**config.mk**
```make
export PLATFORM = sky130hd
export DESIGN_NAME = axis_channel_permute
export DESIGN_NICKNAME = d
export VERILOG_FILES = /design/src/rtl/axis_channel_permute.sv
export SDC_FILE = /design/constraint.sdc
export NUM_CORES = 1
export LEC_CHECK = 0
export CAP_MARGIN = 20
export CORE_MARGIN = 5
export CORE_UTILIZATION = 40
export CTS_CLUSTER_DIAMETER = 40
export DETAILED_ROUTE_END_ITERATION = 10
export PLACE_DENSITY_LB_ADDON = 0.05
export REMOVE_ABC_BUFFERS = 1
export SLEW_MARGIN = 5
export SYNTH_ARGS = -nofsm -noshare
export SYNTH_HDL_FRONTEND = slang
export SYNTH_SLANG_ARGS = --single-unit
```
**constraint.sdc**
```tcl
create_clock -name ACLK -period 2 [get_ports ACLK]
set_input_delay 0.3 -clock ACLK [delete_from_list [all_inputs] [get_ports ACLK]]
set_output_delay 0.3 -clock ACLK [all_outputs]
set_load 0.1 [all_outputs]
```
**src/rtl/axis_channel_permute.sv**
```systemverilog
// rtl/axis_channel_permute.sv - AXI4-Stream pixel channel permuter with frame-synchronous map and 2-entry skid
// Output k takes input channel MAP[k]; out-of-range selects give zero. The map is latched on SOF beats only.
module axis_channel_permute #(
  parameter int CH_WIDTH = 8,
  parameter int NUM_CH   = 3,
  parameter int SEL_W    = 2,
  parameter logic [NUM_CH*SEL_W-1:0] DEFAULT_MAP = 6'h21
) (
  input  logic                         ACLK,
  input  logic                         ARESET,
  input  logic [NUM_CH*SEL_W-1:0]      MAP_IN,
  input  logic                         BYPASS_IN,
  input  logic [NUM_CH*CH_WIDTH-1:0]   S_AXIS_TDATA,
  input  logic                         S_AXIS_TUSER,
  input  logic                         S_AXIS_TLAST,
  input  logic                         S_AXIS_TVALID,
  output logic                         S_AXIS_TREADY,
  output logic [NUM_CH*CH_WIDTH-1:0]   M_AXIS_TDATA,
  output logic                         M_AXIS_TUSER,
  output logic                         M_AXIS_TLAST,
  output logic                         M_AXIS_TVALID,
  input  logic                         M_AXIS_TREADY,
  output logic [NUM_CH*SEL_W-1:0]      MAP_ACTIVE,
  output logic                         BYPASS_ACTIVE
);

  localparam int DW = NUM_CH * CH_WIDTH;
  localparam int MW = NUM_CH * SEL_W;

  logic          r_ready;
  logic          r_valid;
  logic [DW-1:0] r_data;
  logic          r_user;
  logic          r_last;
  logic          r_skid_valid;
  logic [DW-1:0] r_skid_data;
  logic          r_skid_user;
  logic          r_skid_last;
  logic [MW-1:0] r_map;
  logic          r_bypass;

  logic          w_accept;
  logic          w_main_free;
  logic          w_skid_next;
  logic [MW-1:0] w_map;
  logic          w_bypass;
  logic [DW-1:0] w_perm;

  assign w_accept    = S_AXIS_TVALID & r_ready;
  assign w_main_free = !r_valid || M_AXIS_TREADY;
  // A SOF beat is permuted with the map being latched alongside it.
  assign w_map       = S_AXIS_TUSER ? MAP_IN : r_map;
  assign w_bypass    = S_AXIS_TUSER ? BYPASS_IN : r_bypass;
  assign w_skid_next = w_main_free ? 1'b0 : (r_skid_valid | w_accept);

  always_comb begin
    w_perm = '0;
    for (int k = 0; k < NUM_CH; k++) begin
      for (int j = 0; j < NUM_CH; j++) begin
        if (w_map[k*SEL_W +: SEL_W] == SEL_W'(j))
          w_perm[k*CH_WIDTH +: CH_WIDTH] = S_AXIS_TDATA[j*CH_WIDTH +: CH_WIDTH];
      end
    end
    if (w_bypass)
      w_perm = S_AXIS_TDATA;
  end

  always_ff @(posedge ACLK or posedge ARESET) begin
    if (ARESET) begin
      r_ready      <= 1'b0;
      r_valid      <= 1'b0;
      r_data       <= '0;
      r_user       <= 1'b0;
      r_last       <= 1'b0;
      r_skid_valid <= 1'b0;
      r_skid_data  <= '0;
      r_skid_user  <= 1'b0;
      r_skid_last  <= 1'b0;
      r_map        <= DEFAULT_MAP;
      r_bypass     <= 1'b0;
    end else begin
      r_ready <= !w_skid_next;
      if (w_accept && S_AXIS_TUSER) begin
        r_map    <= MAP_IN;
        r_bypass <= BYPASS_IN;
      end
      if (w_main_free) begin
        // Skid full implies no accept this cycle, so draining it never races a new beat.
        if (r_skid_valid) begin
          r_data       <= r_skid_data;
          r_user       <= r_skid_user;
          r_last       <= r_skid_last;
          r_valid      <= 1'b1;
          r_skid_valid <= 1'b0;
        end else if (w_accept) begin
          r_data  <= w_perm;
          r_user  <= S_AXIS_TUSER;
          r_last  <= S_AXIS_TLAST;
          r_valid <= 1'b1;
        end else begin
          r_valid <= 1'b0;
        end
      end else if (w_accept) begin
        r_skid_data  <= w_perm;
        r_skid_user  <= S_AXIS_TUSER;
        r_skid_last  <= S_AXIS_TLAST;
        r_skid_valid <= 1'b1;
      end
    end
  end

  assign S_AXIS_TREADY = r_ready;
  assign M_AXIS_TVALID = r_valid;
  assign M_AXIS_TDATA  = r_data;
  assign M_AXIS_TUSER  = r_user;
  assign M_AXIS_TLAST  = r_last;
  assign MAP_ACTIVE    = r_map;
  assign BYPASS_ACTIVE = r_bypass;

endmodule

```
==> flow_summary.ini, run 1 <==
[run]
cap_violations = 0

[timing]
fin_skew_ns = 0.00799
rsz0062_at_grt = no
whs_ns = 0.348
slew_headroom_pct = 63.5
hold_viol = 0
finalSetupViolations = 0
fin_crit_sh_pct = 85.0
slew_violations = 0
fmax_mhz = 588
period_minus_slack_ns = 1.70
tightest_slew_ns = 0.547

[layout]
syn2layout_area_growth_pct = 32.9
multi_input_area_um2 = 1500
final_nets = 418
ff_latch_area_um2 = 1550
nFillCells = 690
final_util_pct = 54.8
antenna_cells = 0
layout-drive-gt1-share_pct = 28.5
fin_cells = 488

[clock_network]
path_clk_slew_ns = 0.07
ctsHtreeMaxLevel = 3
cts_tree = yes
root_buffer = clkbuf_8
numCtsBuffers = 9
cts.sinks = 62
cts_max_path_buffers = 2
clk_latency_ns = 0.34
post-cts-setup-buffer-count = 0

[worst_setup_path]
arrival_ns = 1.91
crit_type = input port to flip-flop
critPathCaptureType = flip-flop
worstSetupStartpointType = input port
path_max_fanout = 8
required_ns = 2.21

[pwr]
ir_worst_vdd_mv = 0.631
p_leak_nw = 1.98
total_power_mw = 6.14
p_sw_mw = 3.01
internal_power_mw = 3.12
pwr-share-seq_pct = 30.3
clkPwrFrac_pct = 18.3
p_per_area_nw_per_um2 = 1450
pwr-share-comb_pct = 51.4
swShare_pct = 49.1

[yosys]
ys_seq_area_share_pct = 48.8
synth_edf_count = 0
synthesis.area_um2 = 3190
ys_async_sr_fraction_pct = 100
synthDistinctLibCells = 29
yosysTopAreaCellShare_pct = 47.1
ys_seq_elements = 62
yosys-top-cells-area = dfrtp_1, mux2_4, o21ai_1
synth.most_common_cell = dfrtp_1
synth_cells = 303
yosysWarnings = 0
synth_commonest_cells = dfrtp_1, o21ai_1, nand2_1
yosysTopAreaCell = dfrtp_1
synth-main-ff-cell = dfrtp_1
syn_area_per_cell_um2 = 10.5

[placement]
place_inst = 472
port_buffers = 71
hpwlAfterDp_mm = 5.61
gp_congestion = 0.771

[die]
initial_core_util_pct = 41.2
die_w_um = 99.3
core_area_um2 = 7730
core.rowCount = 32
io_pins = 72
dieHeight_um = 99.3
die_area_um2 = 9850

[detailed_routing]
final_antenna_net_count = 0
drc = 0
drt-total-wl_mm = 8.58
vias = 2633
drt_iter0_markers = 157
drt-wirelength-per-cell_um = 17.6
vias_per_cell = 5.40
dr.pass1.iters = 5

[grt]
grt_overflow = 0
grt_pass1_wl_mm = 13.9
grt_use_total_pct = 18.2
grt_pass1_vias = 2584
grt_max_degree = 63
antenna_found_initial = 0

[run_status]
outcome = finished, final reports clean

[worst_hold_path]
min_path_type = input port to async pin
[cells by family after synthesis]
group / after synthesis / synth area share (%)
flip-flops: 62 / 48.8
multiplexers: 34 / 13.6
AO/OA/AOI/OAI: 102 / 19.9
AND/OR/NAND/NOR: 79 / 13.3
buffers and inverters: 26 / 4.44
[critical path: stages]
cell	delay, ns
clkdlybuf4s50_1	0.46
mux2i_2	0.28
o21ai_2	0.22
a222oi_1	0.42
buf_4	0.18
o21ai_1	0.05
[path summary, 6_finish.rpt]
kind / endpoint / slack [ns] / cells after the start / startpoint
setup reg to reg: M_AXIS_TDATA[1]$_DFFE_PP0P_ / 0.32 / 5 / MAP_ACTIVE[0]$_DFFE_PP1P_
min in group ACLK: r_skid_data[4]$_DFFE_PP0P_ / 0.47 / 2 / r_skid_data[4]$_DFFE_PP0P_
max in group asynchronous: MAP_ACTIVE[5]$_DFFE_PP1P_ / 1.32 / 3 / ARESET
hold / removal: r_skid_data[10]$_DFFE_PP0P_ / 0.35 / 3 / ARESET
setup / recovery: M_AXIS_TDATA[1]$_DFFE_PP0P_ / 0.30 / 6 / BYPASS_IN
hold reg to reg: r_skid_data[4]$_DFFE_PP0P_ / 0.47 / 2 / r_skid_data[4]$_DFFE_PP0P_
[repair_timing]
action                     4_1_cts  5_1_grt
resized for setup                2        1
hold buffers                     0        0
setup endpoints to repair       15       21
[power by group through the flow]
| stage | registers (mW) | logic [mW] | clock network [mW] |
|---|---|---|---|
| 2_1_floorplan | 3.48 | 0.707 | 0 |
| 3_3_place_gp | 1.87 | 3.16 | 0 |
| 3_5_place_dp | 1.88 | 3.17 | 0 |
| 4_1_cts | 1.86 | 3.18 | 1.15 |
| 5_1_grt | 1.91 | 3.30 | 1.21 |
| 6_report | 1.86 | 3.15 | 1.13 |
[cell type report]
| class | count | share of cell area (%) |
|---|---|---|
| clock buffers | 12 | 3.66 |
| inverters | 2 | 0.177 |
| repair buffers | 91 | 20.1 |
| clock inverters | 4 | 1.06 |
| multi-input cells | 215 | 35.3 |
| well taps | 102 | 3.01 |
| flip-flops and latches | 62 | 36.7 |
[flip-flops by register name (all words and copies together), names as in the netlist]
name and cells:
BYPASS_ACTIVE 1, r_skid_user 1, MAP_ACTIVE 6, M_AXIS_TVALID 1, M_AXIS_TDATA 24, M_AXIS_TLAST 1, r_skid_valid 1, r_skid_data 24
S_AXIS_TREADY 1, r_skid_last 1, M_AXIS_TUSER 1
[per-layer routing]
metal,track usage [%],part of all wire (%),wire length (µm)
met1,23.9,46,3960
met2,28.9,46,3960
met3,4.49,6.1,519
met4,7.14,1.6,136
met5,0,0,0
[layout by cell type, fill, tap and decap left out, drive strengths merged]
master / count
clkinv: 3
nand3: 1
dfrtp: 60
bufinv: 1
nand4b: 1
and3: 24
mux2i: 7
a2bb2oi: 2
a222oi: 8
clkdlybuf4s50: 35
mux2: 27
inv: 2
dlymetal6s2s: 1
nand2b: 2
a21oi: 25
o21ai: 53
nor2b: 2
nand2: 29
clkbuf: 12
buf: 55
or2: 2
dfstp: 2
a22oi: 14
and2: 18
[metrics by stage]
stage	setup slack, ns	TNS [ns]	cell area (µm²)
after floorplan	-0.971	-37.28	3050
after global placement	-0.361	-13.56	4030
after detailed placement	-0.445	-16.08	4030
after CTS	0.00580	0	4230
after global routing	0.233	0	4240
final	0.300	0	4240
(Power assumes the default switching activity.)
==> run 2, diff against run 1 <==
--- a/config.mk
+++ b/config.mk
@@ -5,7 +5,6 @@
 export SDC_FILE = /design/constraint.sdc
 export NUM_CORES = 1
 export LEC_CHECK = 0
-export CAP_MARGIN = 20
 export CORE_MARGIN = 5
 export CORE_UTILIZATION = 40
 export CTS_CLUSTER_DIAMETER = 40
==> results of run 2 <==
The final DEF is identical to that of run 1; final timing and power are the same.
